$ cat src/rtl/snj_loader_pkg.sv
// Shared types and constants for the SNJ ROM loader.
// Region map, FSM encoding and the default ROM size.
package snj_loader_pkg;

    typedef enum logic [1:0] {
        ST_IDLE    = 2'd0,
        ST_LOAD    = 2'd1,
        ST_RELEASE = 2'd2,
        ST_RUN     = 2'd3
    } state_t;

    localparam logic [3:0] REG_CPU  = 4'b0001;
    localparam logic [3:0] REG_CHR  = 4'b0010;
    localparam logic [3:0] REG_SPR  = 4'b0100;
    localparam logic [3:0] REG_PROM = 4'b1000;

    localparam logic [15:0] BASE_CHR  = 16'h6000;
    localparam logic [15:0] BASE_SPR  = 16'h8000;
    localparam logic [15:0] BASE_PROM = 16'hA000;

    localparam logic [15:0] ROM_SIZE_DEF = 16'hA060;

endpackage

$ cat src/rtl/snj_region_decode.sv
// Combinational byte address -> {in_range, one-hot region} decode.
// The full 25-bit address takes part in the range test.
module snj_region_decode
    import snj_loader_pkg::*;
#(
    parameter logic [15:0] ROM_SIZE = ROM_SIZE_DEF
) (
    input  logic [24:0] addr,
    output logic        in_range,
    output logic [3:0]  region
);

    always_comb begin
        in_range = (addr < {9'd0, ROM_SIZE});
        region   = 4'b0000;
        if (in_range) begin
            if (addr[15:0] < BASE_CHR)
                region = REG_CPU;
            else if (addr[15:0] < BASE_SPR)
                region = REG_CHR;
            else if (addr[15:0] < BASE_PROM)
                region = REG_SPR;
            else
                region = REG_PROM;
        end
    end

endmodule

$ cat src/rtl/snj_rom_loader.sv
// HPS ioctl download -> core ROM write port, with core reset sequencing.
// Define SNJ_LOADER_CHECKSUM_EN to gate the release on a byte checksum.
module snj_rom_loader
    import snj_loader_pkg::*;
#(
    parameter int          RELEASE_CYCLES = 16,
    parameter logic [15:0] ROM_SIZE       = ROM_SIZE_DEF
`ifdef SNJ_LOADER_CHECKSUM_EN
    ,
    parameter logic [15:0] EXPECTED_CSUM  = 16'h0000
`endif
) (
    input  logic        clk_sys,
    input  logic        reset_n,
    input  logic        ioctl_download,
    input  logic        ioctl_wr,
    input  logic [24:0] ioctl_addr,
    input  logic [7:0]  ioctl_dout,
    output logic        dn_wr,
    output logic [15:0] dn_addr,
    output logic [7:0]  dn_data,
    output logic [3:0]  dn_region,
    output logic        core_reset,
    output logic        rom_ready,
    output logic        overflow
`ifdef SNJ_LOADER_CHECKSUM_EN
    ,
    output logic [15:0] csum,
    output logic        csum_ok
`endif
);

    logic [1:0]  rst_sync;
    logic        rst_n;
    state_t      state;
    logic [15:0] cnt;
    logic        in_range;
    logic [3:0]  region;
    logic        wr_live;
    logic        accept;
    logic        reject;
    logic        enter_load;
    logic        csum_pass;

    // Assert immediately, release two clocks after reset_n rises.
    always_ff @(posedge clk_sys or negedge reset_n) begin
        if (!reset_n)
            rst_sync <= 2'b00;
        else
            rst_sync <= {rst_sync[0], 1'b1};
    end

    assign rst_n = rst_sync[1];

    snj_region_decode #(
        .ROM_SIZE (ROM_SIZE)
    ) u_decode (
        .addr     (ioctl_addr),
        .in_range (in_range),
        .region   (region)
    );

    assign wr_live    = (state == ST_LOAD) && ioctl_download && ioctl_wr;
    assign accept     = wr_live && in_range;
    assign reject     = wr_live && !in_range;
    assign enter_load = ioctl_download && (state != ST_LOAD);

`ifdef SNJ_LOADER_CHECKSUM_EN
    assign csum_pass = csum_ok;
`else
    assign csum_pass = 1'b1;
`endif

    always_ff @(posedge clk_sys or negedge rst_n) begin
        if (!rst_n) begin
            state      <= ST_IDLE;
            cnt        <= 16'd0;
            core_reset <= 1'b1;
            rom_ready  <= 1'b0;
            dn_wr      <= 1'b0;
            dn_addr    <= 16'd0;
            dn_data    <= 8'd0;
            dn_region  <= 4'd0;
            overflow   <= 1'b0;
`ifdef SNJ_LOADER_CHECKSUM_EN
            csum       <= 16'd0;
            csum_ok    <= 1'b0;
`endif
        end else begin
            dn_wr      <= 1'b0;
            dn_region  <= 4'd0;
            core_reset <= 1'b1;
            rom_ready  <= 1'b0;

            if (accept) begin
                dn_wr     <= 1'b1;
                dn_addr   <= ioctl_addr[15:0];
                dn_data   <= ioctl_dout;
                dn_region <= region;
`ifdef SNJ_LOADER_CHECKSUM_EN
                csum      <= csum + {8'd0, ioctl_dout};
`endif
            end

            if (enter_load) begin
                overflow <= 1'b0;
`ifdef SNJ_LOADER_CHECKSUM_EN
                csum     <= 16'd0;
                csum_ok  <= 1'b0;
`endif
            end else if (reject) begin
                overflow <= 1'b1;
            end

            unique case (state)
                ST_IDLE: begin
                    if (ioctl_download)
                        state <= ST_LOAD;
                end
                ST_LOAD: begin
                    if (!ioctl_download) begin
                        state <= ST_RELEASE;
                        cnt   <= 16'(RELEASE_CYCLES - 1);
`ifdef SNJ_LOADER_CHECKSUM_EN
                        csum_ok <= (csum == EXPECTED_CSUM);
`endif
                    end
                end
                ST_RELEASE: begin
                    if (ioctl_download) begin
                        state <= ST_LOAD;
                    end else if (cnt != 16'd0) begin
                        cnt <= cnt - 16'd1;
                    end else if (csum_pass) begin
                        state      <= ST_RUN;
                        core_reset <= 1'b0;
                        rom_ready  <= 1'b1;
                    end
                end
                ST_RUN: begin
                    if (ioctl_download) begin
                        state <= ST_LOAD;
                    end else begin
                        core_reset <= 1'b0;
                        rom_ready  <= 1'b1;
                    end
                end
                default: state <= ST_IDLE;
            endcase
        end
    end

endmodule
$ cat config.mk
export PLATFORM = sky130hd
export DESIGN_NAME = snj_rom_loader
export DESIGN_NICKNAME = d
export VERILOG_FILES = /design/src/rtl/snj_loader_pkg.sv /design/src/rtl/snj_region_decode.sv /design/src/rtl/snj_rom_loader.sv
export SDC_FILE = /design/constraint.sdc
export NUM_CORES = 1
export LEC_CHECK = 0
export CAP_MARGIN = 30
export CORE_UTILIZATION = 27
export CTS_BUF_LIST = sky130_fd_sc_hd__clkbuf_2 sky130_fd_sc_hd__clkbuf_4 sky130_fd_sc_hd__clkbuf_8
export DETAILED_ROUTE_END_ITERATION = 12
export PLACE_DENSITY_LB_ADDON = 0.12
export SLEW_MARGIN = 20
export SYNTH_ARGS = -nofsm -noshare
export SYNTH_HDL_FRONTEND = slang
export SYNTH_SLANG_ARGS = --single-unit
export TNS_END_PERCENT = 5
$ cat constraint.sdc
create_clock -name clk_sys -period 3.7 [get_ports clk_sys]
set_input_delay 0.555 -clock clk_sys [delete_from_list [all_inputs] [get_ports clk_sys]]
set_output_delay 0.555 -clock clk_sys [all_outputs]
set_load 0.1 [all_outputs]
# Word level (Yosys, flattened, before mapping)
# Cells that the tools add are included.
# totals
register_bits	52
latchBits	0
mem_bits_ro	0
in_bits	37
mem_bits_rw	0
mem_count	0
word_cells	62
# op_classes
n_lt_le_gt_ge	4
eq_ne	9
n_div	0
bitwise_logic	0
n_mul	0
n_mux	25
n_shift	0
n_addsub	1
n_reduce_logical	13
# ops
cell	count
$mux 16	3
$lt 16x16->1 const B	2
$pmux 16 s2	1
$lt 25x16->1 const B	1
$mux 4	5
$lt 16x15->1 const B	1
$reduce_bool 16->1	1
$sub 16x1->16 const B	1
$mux 1	9
$mux 2	4
$ne 2x2->1 const B	3
$pmux 2 s3	1
$logic_and 1x1->1	5
$eq 2x2->1 const B	2
$ne 2x1->1 const B	2
$pmux 1 s2	2
$reduce_and 4->1	1
$reduce_bool 2->1	2
$ne 3x3->1 const B	1
$reduce_and 3->1	1
$eq 2x1->1 const B	1
$logic_not 2->1	1
$reduce_or 2->1	1
$logic_not 1->1	1

# Longest topological paths before layout
# Gate-level depths: netlist of the first run.
# depth
ltp_word	6
mapped_depth	8
ltp_nobuf	7

# Modules after synthesis
# A second synthesis of the first run with hierarchy kept.
# hier_totals
cells_unflattened	260
hier_area_um2	2478.6
# modules_own_cells
module	cells_per_inst	instances	area_each_um2
snj_rom_loader	245	1	2328.5
snj_region_decode	15	1	150.1

# Worst setup path after synthesis of the first run
# Ideal clock, no wire load.
# synth_path
path_kind	input port to flip-flop
startpoint	in ioctl_addr[14]
endpoint	reg dn_addr[10]
path_stages	5
path_slack_ns	1.767
arrival_time_ns	1.808
setup_time_ns	0.125
path_cell_list	nor4_1 a31oi_1 nor3_4 buf_6 mux2_2
# synth_via
elab_chain_cells	2
# synth_rtl
item	line_no	rtl
from (decl)	snj_rom_loader.sv:17	input logic [24:0] ioctl_addr,
$lt 25x16->1	snj_region_decode.sv:14	in_range = (addr < {9'd0, ROM_SIZE});
$logic_and 1x1->1	snj_rom_loader.sv:64	assign accept = wr_live && in_range;
to (signal assigned)	snj_rom_loader.sv:97	dn_addr <= ioctl_addr[15:0];
to (decl)	snj_rom_loader.sv:20	output logic [15:0] dn_addr,
# Every way passes these cells.
# A chain may end at the register's enable or synchronous reset.

# Final worst setup path of the first run
# layout_path
startpoint	reg core_reset
endpoint	out core_reset
# layout_lines
item	line_no	rtl
from (decl)	snj_rom_loader.sv:23	output logic core_reset,
from (signal assigned)	snj_rom_loader.sv:78	core_reset <= 1'b1;
from (signal assigned)	snj_rom_loader.sv:92	core_reset <= 1'b1;
from (signal assigned)	snj_rom_loader.sv:136	core_reset <= 1'b0;
# No word-level cell between the ends.

==> flow_metrics.py, run 1 <==
metrics = {
    "timing": {
        "setup_repair_after_global_routing_missed_its_margin": "false",
        "max_clk_rate_mhz": 399,
        "period_share_pct": 67.8,
        "setup_viol_count_final": 0,
        "timing.final.max_slew_violations": 0,
        "fin_skew_ns": 0.0112,
        "hold_viol": 0,
        "finalWorstPathRequiredPeriod_ns": 2.51,
        "relSlewSlack_pct": 33.3,
        "timing_worst_slew_pin_value_ns": 0.997,
        "tightest_hold_margin_ns": 0.357,
        "fin_tns_setup_ns": 0,
    },
    "detailed_routing": {
        "antenna_violating_nets_post_route": 0,
        "drt-total-wl_mm": 4.94,
        "avgViaCountPerCell": 4.59,
        "drt_drc_violations_left": 0,
        "initialDrtViolationCount": 38,
        "dr_total_vias": 1713,
        "drtPass1Iterations": 4,
        "drt-wirelength-per-cell_um": 13.2,
    },
    "logic_synthesis": {
        "synthDominantCellAreaShare_pct": 54.6,
        "netlist_top_cells_area": "dfrtp_1, mux2_1, mux2i_1",
        "ys_async_sr_fraction_pct": 100,
        "post_synth_instance_area_mm2": 0.00234,
        "synth.most_common_cell": "dfrtp_1",
        "post-synth-top-area-cell": "dfrtp_1",
        "synth_nets": 237,
        "post_synth.cell_area_avg_um2": 12.1,
        "post_synth_most_frequent_cells": "dfrtp_1, mux2_1, nor2_1, nand2_1, mux2i_1",
        "yosys_warnings": 0,
        "synth_edf_count": 0,
        "synth_ff_type": "dfrtp_1",
        "syn-instance-count": 194,
        "ys_seq_area_share_pct": 55.7,
        "synth_cell_types": 42,
        "synth.ff_latch_count": 52,
    },
    "job": {
        "cap_violations": 0,
    },
    "critical_path": {
        "crit_chain": "clkdlybuf4s50_1",
        "worst_ep_required_time_ns": 3.14,
        "critical_path_class": "flop to primary output",
        "critical_path.endpoint_type": "primary output",
        "cp.buffers_inverters": 1,
        "critical_path.top_delay_family": "buffers and inverters",
        "critical_path.startpoint_type": "flop",
        "slowest_delay_ns": 1.12,
        "path_max_fanout": 1,
        "worst-endpoint-arrival_ns": 1.95,
        "timing.critical_path.slowest_stage_cell": "clkdlybuf4s50_1",
    },
    "placed_design": {
        "gpl.final_weighted_congestion": 0.713,
        "portBuffers": 68,
        "dp_hpwl_mm": 3.51,
    },
    "pwr": {
        "cellLeakagePower_uw": 0.00146,
        "clock_power_share_pct": 25.4,
        "power-per-cell-area_mw_per_mm2": 412,
        "intPower_uw": 889,
        "power_frac_comb_pct": 26.7,
        "power.share.sequential_pct": 47.9,
        "vdd.ir_drop.worst_mv": 0.134,
        "net-switching-power_uw": 444,
        "power_switching_share_pct": 33.3,
    },
    "finish": {
        "multi_input_area_um2": 978,
        "synthToLayoutAreaGrowth_pct": 38.2,
        "antenna_cells_inserted": 0,
        "fillCellCount": 810,
        "ff_latch_area_mm2": 0.00130,
        "drive_gt1_share_pct": 9.70,
        "numnets_final": 310,
    },
    "clock_network": {
        "cts_resized": 0,
        "clock_tree.root_cell": "clkbuf_8",
        "clk-insertion-delay-late_ns": 0.31,
        "cts.hold.buffers_added": 0,
        "tritoncts.num_buffers": 5,
        "numClockSinks": 52,
        "htree_num_levels": 2,
        "clockBufferDepth": 2,
        "tritoncts": "done",
        "post-cts-setup-buffer-count": 0,
        "cts.clk_slew.worst_paths_ns": 0.10,
    },
    "global_routing": {
        "initial_antenna_violation_count": 0,
        "gr-usage-all-layers_pct": 11.8,
        "global_route.overflow_total": 0,
        "global_route_wire_length_before_repair_mm": 8.31,
        "first_global_vias": 1737,
        "grt_start_max_net_pins": 51,
    },
    "die": {
        "floorplan.core_area_mm2": 0.00830,
        "start_util_pct": 28.2,
        "die_height_um": 95.1,
        "die_w_um": 95.1,
        "die_area_mm2": 0.00904,
        "io_pins": 69,
        "placementRows": 33,
    },
    "outcome": {
        "status": "finished, final reports clean",
    },
    "hold_path": {
        "holdCritPathClass": "flop to flop",
    },
}
==> logic make-up after synthesis <==
logic type,after synthesis,share of synthesized area [%]
other,1,0.160
AO/OA/AOI/OAI,23,5.99
flip-flops,52,55.7
multiplexers,33,15.4
XOR/XNOR,2,0.749
adder cells (fa/ha/maj),6,3.21
buffers and inverters,11,2.46
AND/OR/NAND/NOR,66,16.3
==> metrics by stage <==
stage	cell area (um^2)	worst slack (ns)	total power (uW)	instances	util, %
floorplan	2340	1.77	894	194	-
global placement	3140	1.08	1010	365	37.8
detailed placement	3140	1.04	1010	365	37.8
CTS	3230	1.17	1360	373	38.9
global route	3230	1.13	1420	373	38.9
finish	3230	1.19	1330	373	38.9
==> sequential cells by signal, summed over array words and instances (netlist names), 2 cells and up <==
signal     flops
dn_region      4
dn_data        8
dn_addr       16
state          2
rst_sync       2
cnt           16
==> final timing paths <==
path	startpoint	to	slack, ns	cells after the start
max in group asynchronous	rst_sync[1]	dn_addr[2]	2.88	1
worst min register to register	rst_sync[0]	rst_sync[1]	0.36	0
worst min-delay path	rst_sync[0]	rst_sync[1]	0.36	0
worst max-delay path	core_reset	core_reset	1.19	1
min in group asynchronous	rst_sync[1]	cnt[7]	0.37	1
worst max register to register	state[0]	cnt[15]	1.43	6
==> area by class of cell <==
type,instances,area share [%]
inverter,6,0.697
tap,105,4.07
multi-input combinational,131,30.3
timing repair buffer,71,21.8
clock buffer,6,2.56
sequential,52,40.3
clock inverter,2,0.310
==> power groups by stage <==
stage,combinational [uW],sequential (uW),clock [uW]
2_1_floorplan,152,743,0
3_3_place_gp,357,650,0
3_5_place_dp,358,650,0
4_1_cts,360,639,361
5_1_grt,395,644,384
6_report,355,639,339
==> worst reg2reg max path, cell delays in order (launching register included) <==
cell	delay, ns
dfrtp_1	0.44
inv_1	0.09
ha_1	0.37
nor4b_1	0.45
nand4_1	0.26
or4_1	0.45
a21oi_1	0.14
==> routing by layer <==
layer / vias up / GRT usage [%] / routed length (um) / part of all wire (%)
met5: - / 0 / 0 / 0
met4: 0 / 3.41 / 55 / 1.1
met3: 5 / 4.78 / 392 / 7.9
met2: 51 / 18.2 / 2220 / 45
met1: 817 / 15.2 / 2270 / 46
li1: 840 / - / - / -
==> cell usage in the layout, fill, tap and decap left out, drive strengths merged, types with 2 or more instances in the layout <==
cell type | Yosys | final
clkdlybuf4s50 | 0 | 68
dfrtp | 51 | 51
mux2 | 24 | 24
nor2 | 14 | 14
nand2 | 10 | 10
mux2i | 9 | 9
nor3 | 8 | 8
a21oi | 7 | 7
nor4 | 7 | 7
inv | 6 | 6
o31ai | 6 | 6
ha | 6 | 6
clkbuf | 2 | 6
o21ai | 5 | 5
nand3 | 5 | 5
or3 | 3 | 3
buf | 3 | 3
or2 | 3 | 3
nor2b | 2 | 2
a31oi | 2 | 2
and3 | 2 | 2
nand4 | 2 | 2
or4 | 2 | 2
nand2b | 2 | 2
xnor2 | 2 | 2
clkinv | 0 | 2
No activity file was read; power rests on OpenSTA's default activity.
==> run 2: changes to the inputs <==
Clock period 3.7 ns to 2.5 ns, I/O delays scaled along.
==> flow_metrics.py, run 2 (synthesis gave the netlist of run 1 again) <==
metrics = {
    "clock_network": {
        "numClockSinks": 52,
        "clock_tree.root_cell": "clkbuf_8",
        "cts.hold.buffers_added": 0,
        "cts.clk_slew.worst_paths_ns": 0.09,
        "tritoncts": "done",
        "tritoncts.num_buffers": 5,
        "clk-insertion-delay-late_ns": 0.31,
        "clockBufferDepth": 2,
        "htree_num_levels": 2,
        "post-cts-setup-buffer-count": 0,
        "cts_resized": 0,
    },
    "finish": {
        "numnets_final": 317,
        "drive_gt1_share_pct": 23.6,
        "multi_input_area_um2": 978,
        "reg_top3": "cnt: 16 flops, dn_addr: 16 flops, dn_data: 8 flops",
        "layout_common_cells": "dfrtp_1, buf_4, clkdlybuf4s50_1, mux2_1, nor2_1",
        "ff_latch_area_mm2": 0.00130,
        "fillCellCount": 834,
        "final_common_cell": "dfrtp_1",
        "synthToLayoutAreaGrowth_pct": 38.8,
        "antenna_cells_inserted": 0,
    },
    "pwr": {
        "cellLeakagePower_uw": 0.00157,
        "vdd.ir_drop.worst_mv": 0.230,
        "power-per-cell-area_mw_per_mm2": 645,
        "totalPowerFinal_uw": 2090,
    },
    "critical_path": {
        "path_max_fanout": 4,
        "critical_path.startpoint_type": "flop",
        "ff2ff_setup_slack_ns": 0.55,
        "worst_r2r_startpoint": "state[0]",
        "worst_ep_required_time_ns": 2.73,
        "reg2reg_to": "cnt[15]",
        "critical_path.endpoint_type": "flop",
        "worst_r2r_path_depth": 7,
        "critical_path_class": "flop to flop",
        "worst-endpoint-arrival_ns": 2.19,
    },
    "detailed_routing": {
        "antenna_violating_nets_post_route": 0,
        "drt_drc_violations_left": 0,
        "drt-total-wl_mm": 4.90,
        "initialDrtViolationCount": 83,
        "drt-wirelength-per-cell_um": 12.9,
        "avgViaCountPerCell": 4.56,
        "dr_total_vias": 1732,
        "drtPass1Iterations": 4,
    },
    "timing": {
        "fin_skew_ns": 0.00779,
        "setup_viol_count_final": 0,
        "setup_repair_after_global_routing_missed_its_margin": "false",
        "timing_worst_slew_pin_value_ns": 0.654,
        "timing.final.max_slew_violations": 0,
        "layout_setup_ws_ns": 0.549,
        "hold_viol": 0,
        "period_share_pct": 78.0,
        "max_clk_rate_mhz": 512,
        "relSlewSlack_pct": 56.4,
        "finalWorstPathRequiredPeriod_ns": 1.95,
        "fin_tns_setup_ns": 0,
    },
    "placed_design": {
        "gpl.final_weighted_congestion": 0.668,
        "portBuffers": 68,
        "dp_hpwl_mm": 3.64,
        "placement.setup.worst_slack_ns": 0.206,
    },
    "global_routing": {
        "first_global_vias": 1784,
        "gr-usage-met3_pct": 4.31,
        "gr-usage-met2_pct": 19.2,
        "initial_antenna_violation_count": 0,
        "grt_most_used_layer": "met2",
        "grt_start_max_net_pins": 51,
        "gr-usage-met1_pct": 15.9,
        "global_route.overflow_total": 0,
        "global_route_wire_length_before_repair_mm": 8.52,
        "gr-usage-all-layers_pct": 12.3,
    },
    "die": {
        "placementRows": 33,
        "io_pins": 69,
        "die_w_um": 95.1,
        "start_util_pct": 28.2,
        "die_area_mm2": 0.00904,
        "floorplan.core_area_mm2": 0.00830,
        "die_height_um": 95.1,
    },
    "hold_path": {
        "holdCritPathClass": "input pin to async pin",
    },
    "outcome": {
        "status": "finished, final reports clean",
    },
    "job": {
        "cap_violations": 0,
    },
}
run 2: metal layers:
metal  part of all wire [%]  vias to the layer above
li1                       -                      854
met1                     47                      818
met2                     45                       54
met3                    7.1                        6
met4                    1.3                        0
met5                      0                        -
run 2: layout make-up:
class | count | area share (%)
clock buffers | 6 | 2.54
inverters | 6 | 0.694
repair buffers | 78 | 21.2
flip-flops and latches | 52 | 40.2
multi-input cells | 131 | 30.1
well taps | 105 | 4.05
clock inverters | 2 | 1.20
run 2: critical path, cell delays in order (launching register included):
cell and delay, ns:
dfrtp_1 0.43, inv_1 0.09, ha_1 0.20, nor4b_1 0.24, buf_4 0.17, nand4_1 0.19
or4_1 0.45, a21oi_1 0.13
run 2: stage by stage:
step | cell area (um^2) | hold slack, ns | instances | util (%)
2_1_floorplan | 2340 | 0.0794 | 194 | -
3_3_place_gp | 3120 | 0.336 | 372 | 37.6
3_5_place_dp | 3120 | 0.345 | 372 | 37.6
4_1_cts | 3250 | 0.218 | 380 | 39.1
5_1_grt | 3250 | 0.211 | 380 | 39.1
6_report | 3250 | 0.228 | 380 | 39.1
run 2: worst max path at each step:
stage	startpoint	end	slack [ns]	cells past startpoint
2_1_floorplan	state[0]	cnt[8]	0.69	8
3_3_place_gp	ioctl_addr[14]	dn_addr[14]	0.24	6
3_5_place_dp	ioctl_addr[14]	dn_addr[8]	0.21	6
4_1_cts	state[0]	cnt[15]	0.53	7
5_1_grt	state[0]	cnt[15]	0.36	7
6_report	state[0]	cnt[15]	0.55	7
run 2: where the power goes:
part | switching, uW | internal [uW] | leakage, uW
logic | 334 | 202 | 0.000813
clock network | 287 | 328 | 0.0000614
registers | 44.9 | 899 | 0.000691
total | 666 | 1430 | 0.00157
